==> src/rtl/vga_rx_monitor.sv <==
// VGA receive monitor: recovers pixel coordinates, measures line/frame periods and locks to the expected raster.
// rx_* are combinational from the counters and aligned with s_rgb; no backpressure, one sample per p_tick.
module vga_rx_monitor #(
  parameter int H_TOTAL     = 800,
  parameter int V_TOTAL     = 525,
  parameter int H_OFFSET    = 144,
  parameter int V_OFFSET    = 35,
  parameter int H_DISP      = 640,
  parameter int V_DISP      = 480,
  parameter int LOCK_FRAMES = 2
) (
  input  logic       clk,
  input  logic       reset,
  input  logic       p_tick,
  input  logic       hsync,
  input  logic       vsync,
  input  logic [2:0] rgb,
  input  logic [9:0] probe_x,
  input  logic [9:0] probe_y,
  input  logic       err_clr,
  output logic [9:0] rx_x,
  output logic [9:0] rx_y,
  output logic       rx_video_on,
  output logic       locked,
  output logic [9:0] h_period,
  output logic [9:0] v_period,
  output logic [7:0] frame_count,
  output logic [2:0] probe_rgb,
  output logic       probe_valid,
  output logic       err_h,
  output logic       err_v
);
  typedef enum logic [1:0] {UNLOCK, CHECK, LOCKED} state_t;

  localparam logic [10:0] H_TOT   = 11'(H_TOTAL);
  localparam logic [9:0]  V_TOT   = 10'(V_TOTAL);
  localparam logic [9:0]  H_OFF   = 10'(H_OFFSET);
  localparam logic [9:0]  H_END   = 10'(H_OFFSET + H_DISP);
  localparam logic [9:0]  V_OFF   = 10'(V_OFFSET);
  localparam logic [9:0]  V_END   = 10'(V_OFFSET + V_DISP);
  localparam logic [2:0]  LOCK_N  = 3'(LOCK_FRAMES);
  localparam logic [9:0]  CNT_MAX = 10'd1023;

  state_t      state, state_nxt;
  logic [2:0]  good_cnt, good_nxt;
  logic        s_hs, s_vs, d_hs, d_vs;
  logic [2:0]  s_rgb;
  logic [9:0]  hcnt, vcnt, vcnt_line;
  logic [10:0] h_len;
  logic        line_bad, line_bad_eff;
  logic        h_fall, v_fall, h_bad, frame_good, h_sat, v_sat;
  logic        set_err_h, set_err_v, fc_inc;
  logic        in_h, in_v, cap;

  assign h_fall = p_tick & d_hs & ~s_hs;
  assign v_fall = p_tick & d_vs & ~s_vs;
  assign h_len  = {1'b0, hcnt} + 11'd1;
  assign h_bad  = h_fall & (h_len != H_TOT);

  // Line is folded in before the frame so a coincident hsync/vsync fall counts its own line.
  assign vcnt_line    = (h_fall && vcnt != CNT_MAX) ? vcnt + 10'd1 : vcnt;
  assign line_bad_eff = line_bad | h_bad;
  assign frame_good   = (vcnt_line == V_TOT) & ~line_bad_eff;

  // Fire on the tick that moves a counter into saturation.
  assign h_sat = p_tick & ~h_fall & (hcnt == CNT_MAX - 10'd1);
  assign v_sat = h_fall & ~v_fall & (vcnt == CNT_MAX - 10'd1);

  assign locked      = (state == LOCKED);
  assign in_h        = (hcnt >= H_OFF) && (hcnt < H_END);
  assign in_v        = (vcnt >= V_OFF) && (vcnt < V_END);
  assign rx_video_on = locked & in_h & in_v;
  assign rx_x        = rx_video_on ? hcnt - H_OFF : '0;
  assign rx_y        = rx_video_on ? vcnt - V_OFF : '0;
  assign cap         = p_tick & rx_video_on & (rx_x == probe_x) & (rx_y == probe_y);

  always_comb begin
    state_nxt = state;
    good_nxt  = good_cnt;
    set_err_h = h_sat;
    set_err_v = v_sat;
    fc_inc    = 1'b0;
    case (state)
      UNLOCK: begin
        if (v_fall) begin
          state_nxt = CHECK;
          good_nxt  = '0;
        end
      end
      CHECK: begin
        if (v_fall) begin
          if (frame_good) begin
            good_nxt = good_cnt + 3'd1;
            if (good_cnt + 3'd1 == LOCK_N) state_nxt = LOCKED;
          end else begin
            good_nxt = '0;
          end
        end
      end
      LOCKED: begin
        if (h_bad) begin
          set_err_h = 1'b1;
          state_nxt = UNLOCK;
        end
        if (v_fall && vcnt_line != V_TOT) begin
          set_err_v = 1'b1;
          state_nxt = UNLOCK;
        end
        fc_inc = v_fall & frame_good;
      end
      default: state_nxt = UNLOCK;
    endcase
    if (h_sat || v_sat) state_nxt = UNLOCK;
  end

  always_ff @(posedge clk or negedge reset) begin
    if (!reset) begin
      state       <= UNLOCK;
      good_cnt    <= '0;
      s_hs        <= 1'b0;
      s_vs        <= 1'b0;
      d_hs        <= 1'b0;
      d_vs        <= 1'b0;
      s_rgb       <= '0;
      hcnt        <= '0;
      vcnt        <= '0;
      line_bad    <= 1'b0;
      h_period    <= '0;
      v_period    <= '0;
      frame_count <= '0;
      probe_rgb   <= '0;
      probe_valid <= 1'b0;
      err_h       <= 1'b0;
      err_v       <= 1'b0;
    end else begin
      state       <= state_nxt;
      good_cnt    <= good_nxt;
      probe_valid <= cap;
      if (p_tick) begin
        s_hs  <= hsync;
        s_vs  <= vsync;
        d_hs  <= s_hs;
        d_vs  <= s_vs;
        s_rgb <= rgb;
        if (h_fall)               hcnt <= '0;
        else if (hcnt != CNT_MAX) hcnt <= hcnt + 10'd1;
        vcnt <= v_fall ? '0 : vcnt_line;
      end
      if (h_fall) h_period <= h_len[9:0];
      if (v_fall) v_period <= vcnt_line;
      if (v_fall)     line_bad <= 1'b0;
      else if (h_bad) line_bad <= 1'b1;
      if (fc_inc) frame_count <= frame_count + 8'd1;
      if (cap) probe_rgb <= s_rgb;
      if (set_err_h)    err_h <= 1'b1;
      else if (err_clr) err_h <= 1'b0;
      if (set_err_v)    err_v <= 1'b1;
      else if (err_clr) err_v <= 1'b0;
    end
  end
endmodule

==> config.mk <==
export PLATFORM = sky130hd
export DESIGN_NAME = vga_rx_monitor
export DESIGN_NICKNAME = d
export VERILOG_FILES = /design/src/rtl/vga_rx_monitor.sv
export SDC_FILE = /design/constraint.sdc
export NUM_CORES = 1
export LEC_CHECK = 0
export CAP_MARGIN = 20
export CORE_MARGIN = 2
export CORE_UTILIZATION = 43
export DETAILED_ROUTE_END_ITERATION = 7
export PLACE_DENSITY = 0.69
export SYNTH_ARGS = -nofsm -noshare
export SYNTH_HDL_FRONTEND = slang
export SYNTH_SLANG_ARGS = --single-unit
==> constraint.sdc <==
create_clock -name clk -period 6.85 [get_ports clk]
set_input_delay 1.37 -clock clk [delete_from_list [all_inputs] [get_ports clk]]
set_output_delay 1.37 -clock clk [all_outputs]
set_load 0.03 [all_outputs]
Word level (Yosys, flattened, before mapping)
Index checks and enable logic that the tools add are counted.
- equality and inequality tests: 19
- muxes and demuxes: 28
- bitwise operators: 22
- reductions and logical operators: 14
- $lt $le $gt $ge: 4
- add/subtract/negate cells: 7
- operators by type and width (operator ; number):
    $mux W10 ; 6
    $eq A10 B10 Y1 const B ; 3
    $ne A10 B10 Y1 const B ; 3
    $add A10 B1 Y10 const B ; 2
    $eq A10 B10 Y1 ; 2
    $lt A10 B10 Y1 const B ; 2
    $and A1 B1 Y1 ; 16
    $mux W2 ; 7
    $ne A3 B3 Y1 const B ; 4
    $add A10 B1 Y11 const B ; 1
    $ne A11 B10 Y1 const B ; 1
    $ge A10 B6 Y1 const B ; 1
    $ge A10 B8 Y1 const B ; 1
    $mux W1 ; 10
    $reduce_bool A2 Y1 ; 5
    $sub A10 B6 Y10 const B ; 1
    $sub A10 B8 Y10 const B ; 1
    $mux W3 ; 3
    $add A8 B1 Y8 const B ; 1
    $pmux W2 S3 ; 1
    $pmux W3 S2 ; 1
    $not A1 Y1 ; 5
    $reduce_and A5 Y1 ; 1
    $logic_and A1 B1 Y1 ; 4
    11 further kinds ; 12
- output and inout bits: 56
- input port bits: 29
- word-level logic and storage cells: 111
- flip-flop bits (word level): 67

Longest topological paths before layout
- depth in word-level cells: 10
- depth in mapped cells: 12
- depth with buffers taken out: 11

Worst setup path before layout
No wires, ideal clock.
- path type: register to output
- from: register hcnt[4]
- to: output rx_y[5]
- path slack: 2.940 ns
- data arrival time: 2.540 ns
- buffers on the path: 3
- required time: 5.480 ns
- stages on the path, launching flop included: 11
- cells stage by stage: dfrtp_1 > inv_1 > ha_1 > nand2b_4 > o211a_1 > a211o_1 > or2_1 > buf_6 > clkbuf_1 > clkbuf_1 > nor2_1
- word-level cells in the longest chain between the ends: 5
- elaborated cells on any way between the ends: 6
- those cells by class: order compare (2); mux (1); bitwise (2); reduce/logical (1)
- ends and longest elaborated chain (what ; line ; source):
    from (decl) ; 48 ; logic [9:0] hcnt, vcnt, vcnt_line;
    from (signal assigned) ; 146 ; else if (hcnt != CNT_MAX) hcnt <= hcnt + 10'd1;
    $ge A10 B8 Y1 or $lt A10 B10 Y1 (tied branches) ; 70 ; assign in_h = (hcnt >= H_OFF) && (hcnt < H_END);
    $logic_and A1 B1 Y1 (*) ; 70 ;
    $and A1 B1 Y1 (*) (2 in series) ; 72 ; assign rx_video_on = locked & in_h & in_v;
    $mux W10 (*) ; 74 ; assign rx_y = rx_video_on ? vcnt - V_OFF : '0;
    to (decl) ; 22 ; output logic [9:0] rx_y,
Mark *: on every way between the ends. The rest lies on a longest branch, timed or not.

Worst setup path after layout
- from: register vcnt[0]
- to: output rx_x[2]
- word-level cells in the longest chain between the ends: 4
- elaborated cells on any way between the ends: 5
- those cells by class: order compare (2); mux (1); bitwise (1); reduce/logical (1)
- ends and longest elaborated chain (what ; line ; source):
    from (decl) ; 48 ;
    from (signal assigned) ; 147 ; vcnt <= v_fall ? '0 : vcnt_line;
    $ge A10 B6 Y1 or $lt A10 B10 Y1 (tied branches) ; 71 ; assign in_v = (vcnt >= V_OFF) && (vcnt < V_END);
    $logic_and A1 B1 Y1 (*) ; 71 ;
    $and A1 B1 Y1 (*) ; 72 ;
    $mux W10 (*) ; 73 ; assign rx_x = rx_video_on ? hcnt - H_OFF : '0;
    to (decl) ; 21 ; output logic [9:0] rx_x,
Marks and branches as above.

==> run summary <==
Post-Synthesis Cells: 460
Fill cell count: 882
Worst r2r path cells: 10
H-tree depth: 3
Least-Margin Pin Slew: 0.888 ns
CTS tree: done
Chip height: 102 um
GP Congestion: 0.890
Critical Path AT: 3.74 ns
Unrepaired setup endpoints after global routing: no
DRC Markers: 0
Net Count, Synth: 500
Flip-flop and latch area: 0.00168 mm2
# IOs: 85
Vias: 3,574
Vias in the first global route: 3,423
Synthesized cell area: 0.00413 mm2
Period Utilization, post-route: 74.6%
WL/cell: 15.8 um
Final Cell Area: 0.00519 mm2
Synth unique cells: 65
Final Setup Violations: 0
Diode count: 0
Slew Viols, Final: 0
Input/output buffers: 84
Peak supply drop: 0.000188 V
Result of the run: complete, no violations
CORE AREA: 0.00928 mm2
Synth Flop Type: dfrtp_1
Minimum clock period: 5.11 ns
Global route overflow: 0
Area delta synth->final: 25.9%
Area leader, netlist: dfrtp_1
Clk buf depth: 2
First-pass DRT Iterations: 5
Hold EP: frame_count[7]
Post-synth top area share: 40.6%
Seq cells post-synth: 67
Largest net degree at the start of global routing: 68
Final setup TNS: 0 ns
Maxcap violations: 0
Worst-skew pair later-pin latency: 0.34 ns
First-pass GRT wire length: 17,100 um
CP Class: flip-flop to output port
Syn. warnings: 0
Cts hold-fix bufs: 0
Die Wd: 102 um
P_leak: 2.16 nW
Hpwl dp: 7640 um
Hold Path Cell Cnt: 1
Share of post-route cells with drive strength above 1: 6.57%
Avg Cell Area, Syn: 8.97 um2
Post-CTS Repair Setup Buffers: 0
Hold WC Path Type: flip-flop to flip-flop
CP Max Fanout: 25
Std cell rows: 35
Post-Route WL: 10,400 um
R2R Path Start: vcnt[0]
Number of synthesized flops with an enable pin: 0
DRT antenna net count: 0
Ranking of synthesized cells by area: dfrtp_1 41%, xnor2_1 8.3%, o21ai_0 5.0%, nor2_1 4.6%, nand2_1 4.2%
Final #Nets: 569
Ys async rst share: 100%
R2r endpoint: probe_rgb[1]
Startpoint Class: flip-flop
Via-to-Cell Ratio: 5.40
Placed instance area: 0.00500 mm2
Multi-input gate area: 0.00223 mm2
WP data required: 5.48 ns
Antenna violations before repair: 0
CTS Root Cell: clkbuf_8
Worst-path clk slew: 0.07 ns
R2r setup slk: 2.65 ns
Final Hold Fails: 0
Sequential-to-total area share from yosys stat: 40.6%
Rel. slew slack: 40.8%
DIE AREA: 0.0104 mm2
PwrDens: 209 mW/mm2
Total GRT Usage: 20.8%
FMAX: 196 MHz
DRT iter0 DRCs: 278
CP Capture Type: output port
CTS Sinks: 67
Clock skew: 0.00751 ns
Post-CTS Resized: 0
Num CTS Buffers: 9
Initial Util: 44.4%
Hold_sp: frame_count[7]
==> worst max path at each step <==
stage | from | end | slack [ns] | cells past startpoint
final | vcnt[0] | rx_x[2] | 1.74 | 8
after global placement | p_tick | frame_count[1] | 1.94 | 9
after global routing | vcnt[0] | rx_x[2] | 1.46 | 8
after detailed placement | p_tick | frame_count[1] | 1.76 | 9
after floorplan | hcnt[4] | rx_y[5] | 2.94 | 10
after CTS | vcnt[0] | rx_x[2] | 1.75 | 8
==> per-layer routing <==
metal | GRT usage (%) | vias up | part of all wire, %
li1 | - | 1758 | -
met5 | 0 | - | 0
met3 | 4.92 | 14 | 5.9
met1 | 29.4 | 1687 | 47
met4 | 4.10 | 0 | 1.2
met2 | 33.0 | 115 | 46
==> cells in the final DEF (no fill, tap or decap), types with 3 or more instances in the layout <==
cell	netlist	layout
a211oi_1	4	4
a21oi_1	8	8
a31oi_1	4	4
and2_1	6	6
and3_1	8	8
clkbuf_8	0	11
clkdlybuf4s50_1	0	83
dfrtp_1	67	67
ha_1	11	11
inv_1	16	16
mux2_2	6	6
mux2_4	3	3
nand2_1	46	46
nand2b_1	4	4
nand3_1	16	16
nand4_1	12	12
nand4b_1	3	3
nor2_1	51	51
nor2b_1	3	3
nor3_1	8	8
nor4_1	8	8
o21a_1	3	3
o21ai_0	41	41
o21ai_1	3	3
o31ai_1	5	5
xnor2_1	39	39
xor2_1	12	12
==> sequential cells by signal (all words and copies together) (netlist names), 2 cells and up <==
| signal | cells |
|---|---|
| v_period | 10 |
| h_period | 10 |
| vcnt | 10 |
| good_cnt | 3 |
| frame_count | 8 |
| state | 2 |
| hcnt | 10 |
| s_rgb | 3 |
| probe_rgb | 3 |
==> cell usage after synthesis (2+ instances only) <==
cell and count:
a211o_1 2, a211oi_1 4, a21oi_1 8, a31oi_1 4
and2_1 6, and3_1 8, and4_1 2, buf_2 5
buf_6 3, clkbuf_1 20, dfrtp_1 67, ha_1 11
inv_1 16, mux2_2 6, mux2_4 3, nand2_1 46
nand2b_1 4, nand3_1 16, nand4_1 12, nand4b_1 3
nor2_1 51, nor2b_1 3, nor3_1 8, nor4_1 8
o21a_1 3, o21ai_0 41, o21ai_1 3, o31a_1 2
o31ai_1 5, o32ai_1 2, o41ai_1 2, or2_2 2
or3_1 2, or4_1 2, xnor2_1 39, xor2_1 12
==> layout make-up <==
| class | count | share of cell area, % |
|---|---|---|
| clock buffer | 13 | 3.06 |
| clock inverter | 2 | 0.674 |
| inverter | 18 | 1.57 |
| multi-input combinational | 347 | 43.0 |
| sequential | 67 | 32.3 |
| tap | 129 | 3.11 |
| timing repair buffer | 86 | 16.3 |
==> cell families after synthesis <==
family          synth area share (%)
flops                           40.6
fa+ha+maj                       3.34
xor+xnor                        10.8
compound gates                  14.3
mux                             3.25
simple gates                    22.4
buf+inv                         5.22
==> per-stage QoR <==
stage | util (%) | instances | hold slack, ns | setup slack [ns] | power (mW)
3_3_place_gp | 53.8 | 646 | 0.468 | 1.94 | 0.754
3_5_place_dp | 53.8 | 646 | 0.476 | 1.76 | 0.761
5_1_grt | 56.0 | 662 | 0.505 | 1.46 | 1.14
2_1_floorplan | - | 460 | 0.449 | 2.94 | 0.661
6_report | 56.0 | 662 | 0.479 | 1.74 | 1.09
4_1_cts | 55.9 | 661 | 0.488 | 1.75 | 1.09
==> power breakdown <==
part / internal [mW] / switching (mW)
Clock: 0.186 / 0.145
Combinational: 0.112 / 0.159
Sequential: 0.432 / 0.0543
Total: 0.729 / 0.358
==> critical path, cell delays in order, from the launching register on <==
cell             delay [ns]
dfrtp_1                0.51
ha_1                   0.41
o41ai_2                0.36
a21oi_1                0.14
a41oi_1                0.24
or2_1                  0.73
inv_2                  0.18
and2_1                 0.23
clkdlybuf4s50_1        0.59
Note: power is estimated with default switching activity, not from simulation.
